### src/rtl/memctrl_cmd_seq.sv
// Command sequencer for MEMCTRL: turns one valid/ready read or write command into
// the CE/CSB/WEB/OEB strobe waveform and returns a one-cycle completion response.
module memctrl_cmd_seq #(
    parameter int unsigned ADDR_W  = 16,
    parameter int unsigned DATA_W  = 8,
    parameter int unsigned CE_HALF = 3
) (
    input  logic              CLK,
    input  logic              RSTN,
    input  logic              cmd_valid,
    output logic              cmd_ready,
    input  logic              cmd_we,
    input  logic [ADDR_W-1:0] cmd_addr,
    input  logic [DATA_W-1:0] cmd_wdata,
    input  logic              hold,
    output logic              rsp_valid,
    output logic              rsp_is_rd,
    output logic [DATA_W-1:0] rsp_rdata,
    output logic [15:0]       done_cnt,
    output logic              CE,
    output logic              CSB,
    output logic              WEB,
    output logic              OEB,
    output logic [ADDR_W-1:0] ADDR,
    output logic [DATA_W-1:0] IDATA,
    input  logic [DATA_W-1:0] ODATA
);

    typedef enum logic [2:0] {
        S_IDLE,
        S_ASSERT,
        S_CE_H1,
        S_CE_L1,
        S_CE_H2,
        S_CE_L2
    } state_t;

    // cnt_q holds the remaining cycles in the current phase minus one
    localparam logic [3:0] HALF_M1 = 4'(CE_HALF - 1);
    localparam logic [3:0] H1_M1   = 4'(CE_HALF - 2);

    state_t              state_q, state_d;
    logic [3:0]          cnt_q, cnt_d;
    logic                we_q, we_d;
    logic                ce_q, ce_d;
    logic                csb_q, csb_d;
    logic                web_q, web_d;
    logic                oeb_q, oeb_d;
    logic [ADDR_W-1:0]   addr_q, addr_d;
    logic [DATA_W-1:0]   idata_q, idata_d;
    logic                rsp_valid_q, rsp_valid_d;
    logic                rsp_is_rd_q, rsp_is_rd_d;
    logic [DATA_W-1:0]   rsp_rdata_q, rsp_rdata_d;
    logic [15:0]         done_cnt_q, done_cnt_d;

    always_comb begin
        state_d     = state_q;
        cnt_d       = cnt_q;
        we_d        = we_q;
        ce_d        = ce_q;
        csb_d       = csb_q;
        web_d       = web_q;
        oeb_d       = oeb_q;
        addr_d      = addr_q;
        idata_d     = idata_q;
        rsp_valid_d = 1'b0;
        rsp_is_rd_d = rsp_is_rd_q;
        rsp_rdata_d = rsp_rdata_q;
        done_cnt_d  = done_cnt_q;
        cmd_ready   = (state_q == S_IDLE) && !hold;

        case (state_q)
            S_IDLE: begin
                if (cmd_valid && cmd_ready) begin
                    state_d = S_ASSERT;
                    cnt_d   = '0;
                    we_d    = cmd_we;
                    addr_d  = cmd_addr;
                    if (cmd_we) begin
                        idata_d = cmd_wdata;
                    end
                    ce_d  = 1'b1;
                    csb_d = 1'b0;
                    web_d = !cmd_we;
                    oeb_d = cmd_we;
                end
            end
            S_ASSERT: begin
                state_d = S_CE_H1;
                cnt_d   = H1_M1;
                csb_d   = 1'b1;
                web_d   = 1'b1;
            end
            S_CE_H1: begin
                if (cnt_q != '0) begin
                    cnt_d = cnt_q - 4'd1;
                end else begin
                    state_d = S_CE_L1;
                    cnt_d   = HALF_M1;
                    ce_d    = 1'b0;
                end
            end
            S_CE_L1: begin
                if (cnt_q != '0) begin
                    cnt_d = cnt_q - 4'd1;
                end else begin
                    // ODATA is still driven here because OEB only rises on this edge
                    state_d     = S_CE_H2;
                    cnt_d       = HALF_M1;
                    ce_d        = 1'b1;
                    oeb_d       = 1'b1;
                    rsp_valid_d = 1'b1;
                    rsp_is_rd_d = !we_q;
                    rsp_rdata_d = we_q ? '0 : ODATA;
                    done_cnt_d  = done_cnt_q + 16'd1;
                end
            end
            S_CE_H2: begin
                if (cnt_q != '0) begin
                    cnt_d = cnt_q - 4'd1;
                end else begin
                    state_d = S_CE_L2;
                    cnt_d   = HALF_M1;
                    ce_d    = 1'b0;
                end
            end
            S_CE_L2: begin
                if (cnt_q != '0) begin
                    cnt_d = cnt_q - 4'd1;
                end else begin
                    state_d = S_IDLE;
                    cnt_d   = '0;
                end
            end
            default: begin
                state_d = S_IDLE;
                cnt_d   = '0;
            end
        endcase
    end

    always_ff @(posedge CLK or negedge RSTN) begin
        if (!RSTN) begin
            state_q     <= S_IDLE;
            cnt_q       <= '0;
            we_q        <= 1'b0;
            ce_q        <= 1'b0;
            csb_q       <= 1'b1;
            web_q       <= 1'b1;
            oeb_q       <= 1'b1;
            addr_q      <= '0;
            idata_q     <= '0;
            rsp_valid_q <= 1'b0;
            rsp_is_rd_q <= 1'b0;
            rsp_rdata_q <= '0;
            done_cnt_q  <= '0;
        end else begin
            state_q     <= state_d;
            cnt_q       <= cnt_d;
            we_q        <= we_d;
            ce_q        <= ce_d;
            csb_q       <= csb_d;
            web_q       <= web_d;
            oeb_q       <= oeb_d;
            addr_q      <= addr_d;
            idata_q     <= idata_d;
            rsp_valid_q <= rsp_valid_d;
            rsp_is_rd_q <= rsp_is_rd_d;
            rsp_rdata_q <= rsp_rdata_d;
            done_cnt_q  <= done_cnt_d;
        end
    end

    assign CE        = ce_q;
    assign CSB       = csb_q;
    assign WEB       = web_q;
    assign OEB       = oeb_q;
    assign ADDR      = addr_q;
    assign IDATA     = idata_q;
    assign rsp_valid = rsp_valid_q;
    assign rsp_is_rd = rsp_is_rd_q;
    assign rsp_rdata = rsp_rdata_q;
    assign done_cnt  = done_cnt_q;

endmodule

### config.mk
export PLATFORM = sky130hd
export DESIGN_NAME = memctrl_cmd_seq
export DESIGN_NICKNAME = d
export VERILOG_FILES = /design/src/rtl/memctrl_cmd_seq.sv
export SDC_FILE = /design/constraint.sdc
export NUM_CORES = 1
export LEC_CHECK = 0
export CELL_PAD_IN_SITES_DETAIL_PLACEMENT = 0
export CELL_PAD_IN_SITES_GLOBAL_PLACEMENT = 1
export CORE_MARGIN = 2
export CORE_UTILIZATION = 36
export DETAILED_ROUTE_END_ITERATION = 10
export PLACE_DENSITY_LB_ADDON = 0.1
export SLEW_MARGIN = 5
export SYNTH_ARGS = -nofsm -noshare
export SYNTH_HDL_FRONTEND = slang
export SYNTH_SLANG_ARGS = --single-unit
### constraint.sdc
create_clock -name CLK -period 5.2 [get_ports CLK]
set_input_delay 1.3 -clock CLK [delete_from_list [all_inputs] [get_ports CLK]]
set_output_delay 1.3 -clock CLK [all_outputs]
set_load 0.01 [all_outputs]
# --- Yosys cells after proc, flatten, opt, wreduce, memory -nomap -nowiden ---
# Cells that the tools add are included.
op_classes:
  eq_ne: 11
  n_bitwise: 1
  muxes: 23
  reduce_logical: 19
  order_cmp: 0
  shifts: 0
  n_div: 0
  addsub: 2
  n_mul: 0
ops:
  columns: ["operator", "n"]
  rows:
  - ["$pmux W3 S6", 1]
  - ["$add A16 B1 Y16 const B", 1]
  - ["$pmux W4 S4", 1]
  - ["$mux W3", 5]
  - ["$mux W4", 3]
  - ["$ne A2 B2 Y1 const B", 5]
  - ["$mux W1", 8]
  - ["$mux W8", 1]
  - ["$eq A3 B2 Y1 const B", 2]
  - ["$eq A3 B3 Y1 const B", 2]
  - ["$pmux W1 S2", 3]
  - ["$reduce_and A2 Y1", 3]
  - ["$reduce_and A3 Y1", 2]
  - ["$reduce_and A5 Y1", 1]
  - ["$reduce_and A4 Y1", 1]
  - ["$reduce_bool A2 Y1", 2]
  - ["$reduce_bool A4 Y1", 1]
  - ["$sub A4 B1 Y4 const B", 1]
  - ["$eq A3 B1 Y1 const B", 1]
  - ["$logic_not A1 Y1", 3]
  - ["$logic_not A3 Y1", 1]
  - ["$pmux W1 S3", 1]
  - ["$reduce_bool A3 Y1", 1]
  - ["$reduce_or A3 Y1", 1]
  - ["other kinds (4)", 5]
word_totals:
  n_memories: 0
  regBits: 62
  word_cells: 69
  rom_bits: 0
  in_bits: 37
  latch_bits: 0
  ramBits: 0

# --- Depth between registers and ports, before layout ---
# Gate-level depths: netlist (run 1).
depth:
  depth_word: 5
  depth_mapped: 7

# --- Worst setup path before layout (run 1) ---
# Ideal clock, no wire load.
synth_path:
  kind: "input -> output"
  start: "in hold"
  end: "out cmd_ready"
  required_time_ns: 3.900
  path_buffers: 0
  setup_slack_ns: 2.431
  cell_stages: 1
  t_arrival_ns: 1.469
  path_cell_list: "nor2_1"
synth_between:
  elab_chain_cells: 2
synth_lines:
  columns: ["item", "line_no", "text"]
  rows:
  - ["from (decl)", "15", "input logic hold,"]
  - ["$logic_not A1 Y1", "70", "cmd_ready = (state_q == S_IDLE) && !hold;"]
  - ["$logic_and A1 B1 Y1", "70", null]
  - ["to (decl)", "11", "output logic cmd_ready,"]
# No other way between the ends.

# --- Worst setup path after layout (run 1) ---
# Same ends and word-level chain as after synthesis.

==> results of run 1 <==
report_power, final:
part / total [mW] / switching (mW) / internal (mW)
logic: 0.788 / 0.340 / 0.448
clock network: 0.465 / 0.183 / 0.282
registers: 0.815 / 0.140 / 0.675
logic make-up (layout without fill, tap and decap cells):
family	after synthesis	after routing
muxes	8	8
and+or+nand+nor	128	128
adders and majority gates	3	3
AOI/OAI and AO/OA	26	26
xor gates and xnor gates	18	18
DFF	62	62
buffers and inverters	15	114
layout make-up:
cell class                 instances  area share
multi-input combinational        183       0.267
clock inverter                     4      0.0181
timing repair buffer              92       0.237
inverter                           6     0.00583
sequential                        62       0.403
tap                               99      0.0321
clock buffer                      12      0.0376
worst max-delay path, delay by kind of cell:
kind | cells | cell delay, ns
AND/OR/NAND/NOR | 1 | 0.11
buffers and inverters | 2 | 0.97
synth_stat cells (4+ instances only):
cell / number / share of area
nand3_1: 6 / 0.011
inv_1: 6 / 0.0085
nor2_1: 11 / 0.016
xnor2_1: 13 / 0.043
nand2b_1: 10 / 0.024
dfrtp_1: 59 / 0.56
mux2_2: 8 / 0.034
o21ai_0: 18 / 0.034
nand4_1: 5 / 0.012
clkbuf_1: 4 / 0.0057
xor2_1: 5 / 0.017
a21oi_1: 4 / 0.0076
nand2_1: 77 / 0.11
cell usage in the layout (no fill, tap or decap), types with 2 or more instances in the layout:
master	n
nand4_1	5
dfstp_2	3
clkbuf_1	2
clkbuf_8	10
mux2_2	8
nand3_1	6
xnor2_1	13
dfrtp_1	59
nor2_1	11
nor3_1	3
a21oi_1	4
bufinv_16	2
clkdlybuf4s50_1	90
inv_1	6
and4_1	3
clkinv_2	2
o21ai_0	18
xor2_1	5
ha_1	3
nand2_1	77
nand2b_1	10
state kept, by name (all words and copies together) (netlist names), 3 cells and up:
register / count
ADDR: 16
IDATA: 8
rsp_rdata: 8
cnt_q: 4
done_cnt: 16
state_q: 3
per-stage QoR:
stage	utilization	hold slack, ns	cell area, um2	total power [mW]	worst slack (ns)
floorplan	-	0.469	2650	1.19	2.43
global placement	0.508	0.458	3650	1.60	1.52
detailed placement	0.508	0.462	3650	1.63	1.51
CTS	0.538	0.478	3860	2.10	1.51
global route	0.538	0.498	3860	2.21	1.44
finish	0.538	0.475	3860	2.07	1.52
how the worst max path moves through the flow:
| stage | from | end | slack [ns] | depth (start not counted) |
|---|---|---|---|---|
| 6_report | hold | cmd_ready | 1.52 | 3 |
| 5_1_grt | hold | cmd_ready | 1.44 | 3 |
| 4_1_cts | hold | cmd_ready | 1.51 | 3 |
| 3_5_place_dp | hold | cmd_ready | 1.51 | 3 |
| 3_3_place_gp | hold | cmd_ready | 1.52 | 3 |
| 2_1_floorplan | hold | cmd_ready | 2.43 | 1 |
layer usage:
layer / part of all wire / track usage / up-vias
met5: 0 / 0 / -
met4: 0.022 / 0.0744 / 0
met3: 0.069 / 0.0486 / 14
met2: 0.43 / 0.228 / 68
met1: 0.48 / 0.212 / 979
li1: - / - / 1048
==> summary.md, run 1 <==
| Metric | Value |
|---|---|
| Flops & latches, synth | `62` |
| Power per cell area | `between 500 and 600 mW/mm2` |
| Vias per cell | `4.60` |
| Mean Syn Cell Area | `10.2 um2` |
| Area delta synth->final | `45.7%` |
| Lkg Pwr | `between 1.5 and 2 nW` |
| Tcrit/Tclk final | `0.708` |
| DR WL/cell | `13.0 um` |
| Dpl cells | `442` |
| Core box area | `between 0.007 and 0.008 mm2` |
| Multi-input gate area | `0.00103 mm2` |
| Outcome | `complete, no violations` |
| Layout cells sized above 1 | `0.0891` |
| Clk sinks | `62` |
| Worst Path Max Fanout | `3` |
| CTS Buf Count | `9` |
| Drt first-iter violations | `64` |
| Adder-cell share of the synthesized area | `0.0142` |
| CTS max path bufs | `2` |
| Htree depth | `3` |
| Initial antenna violation count | `0` |
| Hold Path Depth | `1` |
| Critical path class | `in -> out` |
| # IOs | `just over 90` |
| Largest net degree at the start of global routing | `39` |
| GRT Total Usage | `0.156` |
| N_diodes | `0` |
| Die width | `between 80 and 90 um` |
| Worst-skew pair later-pin latency | `0.33 ns` |
| Worst-path clk slew | `0.07 ns` |
| CTS Root Cell | `clkbuf_8` |
| Final setup viols | `0` |
| Drt first pass iters | `4` |
| Mapped cell area | `0.00265 mm2` |
| Unrepaired setup endpoints after global routing | `false` |
| Setup_tns | `0 ns` |
| Critical Path Slowest Stage Cell | `clkdlybuf4s50_1` |
| Final net count | `394` |
| Post-synthesis simple-gate area fraction | `0.228` |
| Top FF cell, synth | `dfrtp_1` |
| Mux share of post-synthesis cell area | `0.0340` |
| Placer Congestion | `0.745` |
| Largest family of logic cells by synthesized area | `simple AND/OR/NAND/NOR gates` |
| Vert. Die Dim | `89.8 um` |
| Final Non-Filler Cells | `458` |
| Mapped Cells | `260` |
| Hold_sp | `done_cnt[15]` |
| Nature of the critical path endpoint | `output pin` |
| Hold Vio Cnt, Final | `0` |
| Initial Util | `0.369` |
| CP Data Required Time | `3.90 ns` |
| DRC violations left | `0` |
| Die area | `0.00806 mm2` |
| Tmin final | `around 3.7 ns` |
| Hold WC Path Type | `reg -> reg` |
| Worst r2r src | `cnt_q[0]` |
| Min-Delay Endpoint | `done_cnt[15]` |
| Critical path arrival | `2.38 ns` |
| Ys async rst share | `1.00` |
| Max VDD drop | `0.211 mV` |
| FF-to-FF setup slack | `3.11 ns` |
| CTS tree | `done` |
| Crit path top cell by count | `clkdlybuf4s50_1` |
| Xor and xnor area share after synthesis | `0.0595` |
| Reg-to-reg endpoint | `done_cnt[14]` |
| Via count | `2109` |
| Clock Skew | `0.00711 ns` |
| EDFF count, synth | `0` |
| Overflow after GRT | `0` |
| Startpoint type of the worst setup path | `input pin` |
| Register area | `0.00156 mm2` |
| Complex-gate fraction of the synthesized area | `0.0534` |
| Netlist cell types | `37` |
| Post-Syn Nets | `300` |
| Final WL | `5.97 mm` |
| Sequential-to-total area share from yosys stat | `0.587` |
| FILL cells | `650` |
| Slew Viols, Final | `0` |
| Syn. warnings | `0` |
| FF-to-FF path depth | `6` |
| CTS Hold Bufs | `0` |
| Worst path max stage delay | `0.54 ns` |
| Post-CTS resize count | `0` |
| Post-CTS Setup Bufs | `0` |
| Relative slew slack | `0.411` |
| Vias in the first global route | `2103` |
| Cell chain of the critical path | `clkdlybuf4s50_1 > nor2_1 > clkdlybuf4s50_1` |
| Max-cap viol count | `0` |
| Row count | `31` |
| Post-DP HPWL | `4.24 mm` |
| Fmax | `roughly 270 MHz` |
| Detail Route Antenna Nets | `0` |
| Worst Tran Pin Value | `~0.88 ns` |
| # port buffers | `91` |
| First-pass GRT wire length | `10.1 mm` |
No activity file was read; power rests on OpenSTA's default activity.
==> run 2: changes to the inputs <==
Settings changed: CORE_UTILIZATION 36 to 30.
Clock period 5.2 ns to 3.3 ns, I/O delays scaled along.
==> summary.md, run 2 (synthesized netlist as in run 1, its figures left out) <==
| Metric | Value |
|---|---|
| Outcome | `complete, no violations (unchanged)` |
| Placer Congestion | `0.720 (was 0.745)` |
| Worst Path Max Fanout | `9 (was 3)` |
| Post-DP HPWL | `4.31 mm (was 4.24 mm)` |
| Area delta synth->final | `46.8% (was 45.7%)` |
| Worst path max stage delay | `0.54 ns (about the same)` |
| Commonest non-fill, non-tap cell in the layout | `clkdlybuf4s50_1 (unchanged)` |
| # IOs | `92 (unchanged)` |
| Tmin final | `2.77 ns` |
| CP Data Required Time | `2.47 ns (was 3.90 ns)` |
| Worst-skew pair later-pin latency | `0.34 ns (was 0.33 ns)` |
| Hold Vio Cnt, Final | `0 (unchanged)` |
| CTS Root Cell | `clkbuf_8 (unchanged)` |
| Lkg Pwr | `1.74 nW (about the same)` |
| Htree depth | `3 (unchanged)` |
| Multi-input gate area | `0.00103 mm2 (unchanged)` |
| Hold_sp | `done_cnt[15] (unchanged)` |
| Max-cap viol count | `0 (unchanged)` |
| Tcrit/Tclk final | `0.839` |
| CTS tree | `done (unchanged)` |
| Core box area | `0.00864 mm2 (was 0.00718 mm2)` |
| Final WL | `6.13 mm (was 5.97 mm)` |
| Initial Util | `0.307 (was 0.369)` |
| CTS Hold Bufs | `0 (unchanged)` |
| Max VDD drop | `0.303 mV (was 0.211 mV)` |
| Vert. Die Dim | `98.0 um (was 89.8 um)` |
| Final setup viols | `0 (unchanged)` |
| Unrepaired setup endpoints after global routing | `false (unchanged)` |
| Vias in the first global route | `2051 (was 2103)` |
| Initial antenna violation count | `0 (unchanged)` |
| Critical path arrival | `1.94 ns (was 2.38 ns)` |
| CTS max path bufs | `2 (unchanged)` |
| Via count | `2079 (was 2109)` |
| Critical Path Slowest Stage Cell | `clkdlybuf4s50_1 (unchanged)` |
| Layout cells sized above 1 | `0.102 (was 0.0891)` |
| Worst Tran Pin Value | `0.758 ns (was 0.883 ns)` |
| Power per cell area | `824 mW/mm2 (was 536 mW/mm2)` |
| CTS Buf Count | `9 (unchanged)` |
| Dpl cell area | `0.00369 mm2 (was 0.00365 mm2)` |
| Clock power share | `0.207 (was 0.225)` |
| CP Launch Point | `state_q[1] (was hold)` |
| Die width | `98.0 um (was 89.8 um)` |
| Reg power frac | `0.395 (was 0.394)` |
| Vias per cell | `4.42 (was 4.60)` |
| Setup_tns | `0 ns (unchanged)` |
| Post-CTS Setup Bufs | `0 (unchanged)` |
| Final net count | `397 (was 394)` |
| Register area | `0.00156 mm2 (unchanged)` |
| DRC violations left | `0 (unchanged)` |
| Design area | `0.00389 mm2 (was 0.00386 mm2)` |
| Cell chain of the critical path | `or3_1 > nor2_1 > clkdlybuf4s50_1 (was clkdlybuf4s50_1 > nor2_1 > clkdlybuf4s50_1)` |
| Row count | `34 (was 31)` |
| Crit path max-delay family | `simple AND/OR/NAND/NOR gates (was buffers and inverters)` |
| Clk sinks | `62 (unchanged)` |
| DR WL/cell | `13.0 um (about the same)` |
| Clock Skew | `0.00777 ns (was 0.00711 ns)` |
| Most frequent cells in the layout | `clkdlybuf4s50_1 (90), nand2_1 (77), dfrtp_1 (59), o21ai_0 (18), xnor2_1 (13) (unchanged)` |
| P_sw | `1.07 mW (was 0.663 mW)` |
| Die area | `0.00960 mm2 (was 0.00806 mm2)` |
| Int Pwr | `2.13 mW (was 1.40 mW)` |
| Nature of the critical path endpoint | `output pin (unchanged)` |
| Critical path class | `reg -> out (was in -> out)` |
| First-pass GRT wire length | `10.2 mm (was 10.1 mm)` |
| Largest net degree at the start of global routing | `33 (was 39)` |
| Hold WC Path Type | `reg -> reg (unchanged)` |
| Slew Viols, Final | `0 (unchanged)` |
| Detail Route Antenna Nets | `0 (unchanged)` |
| Relative slew slack | `0.495 (was 0.411)` |
| Sw Ratio | `0.335 (was 0.321)` |
| Logic pwr share | `0.398 (was 0.381)` |
| Overflow after GRT | `0 (unchanged)` |
| Worst r2r src | `cnt_q[0] (unchanged)` |
| Worst-path clk slew | `0.07 ns (about the same)` |
| Post-CTS resize count | `0 (unchanged)` |
| Drt first-iter violations | `28 (was 64)` |
| Buf/Inv on CP | `1 (was 2)` |
| Fmax | `361 MHz` |
| Drt first pass iters | `4 (unchanged)` |
| N_diodes | `0 (unchanged)` |
| Startpoint type of the worst setup path | `flop (was input pin)` |
| FILL cells | `841 (was 650)` |
| GRT Total Usage | `0.136 (was 0.156)` |
| # port buffers | `91 (unchanged)` |
run 2: cell count changes in the layout (fill, tap and decap cells not counted), sizes merged:
cell	delta
clkbuf	-3
clkinv	+1
bufinv	-1
clkinvlp	+3
buf	+3
run 2: metrics by stage:
| stage | power (mW) | worst slack, ns | hold slack (ns) | utilization | std cells |
|---|---|---|---|---|---|
| global placement | 2.56 | 0.571 | 0.457 | 0.428 | 454 |
| CTS | 3.27 | 0.497 | 0.481 | 0.451 | 470 |
| global route | 3.46 | 0.402 | 0.500 | 0.451 | 470 |
| detailed placement | 2.57 | 0.571 | 0.461 | 0.428 | 454 |
| finish | 3.21 | 0.532 | 0.477 | 0.451 | 470 |
| floorplan | 1.87 | 1.34 | 0.469 | - | 260 |
run 2: worst paths after layout:
path	to	depth (start not counted)	slack, ns
setup / recovery	cmd_ready	3	0.53
setup reg to reg	done_cnt[14]	6	1.20
hold reg to reg	done_cnt[15]	1	0.48
max in group asynchronous	rsp_rdata[3]	2	2.12
min in group asynchronous	done_cnt[8]	1	0.55
hold / removal	done_cnt[15]	1	0.48
run 2: final cells by class:
type / count / share of cell area
Tap cell: 108 / 0.0347
Sequential cell: 62 / 0.400
Timing Repair Buffer: 95 / 0.244
Clock inverter: 7 / 0.0193
Clock buffer: 9 / 0.0318
Inverter: 6 / 0.00579
Multi-Input combinational cell: 183 / 0.265
run 2: layer usage:
| metal | vias up | track usage | part of all wire |
|---|---|---|---|
| met5 | - | 0 | 0 |
| met1 | 958 | 0.177 | 0.47 |
| met2 | 64 | 0.195 | 0.43 |
| met3 | 9 | 0.0702 | 0.091 |
| li1 | 1048 | - | - |
| met4 | 0 | 0.0449 | 0.014 |
run 2: power groups by stage:
stage	Clock, mW	Sequential (mW)	Combinational, mW
CTS	0.693	1.27	1.30
global route	0.727	1.32	1.41
finish	0.665	1.27	1.28
floorplan	0	1.35	0.517
global placement	0	1.28	1.28
detailed placement	0	1.28	1.29
run 2: worst register-to-register path: cells and delay by family, from the launching register on:
family,cells,cell delay [ns]
xor+xnor,1,0.14
fa+ha+maj,1,0.17
buf+inv,1,0.09
flops,1,0.42
simple gates,3,1.18
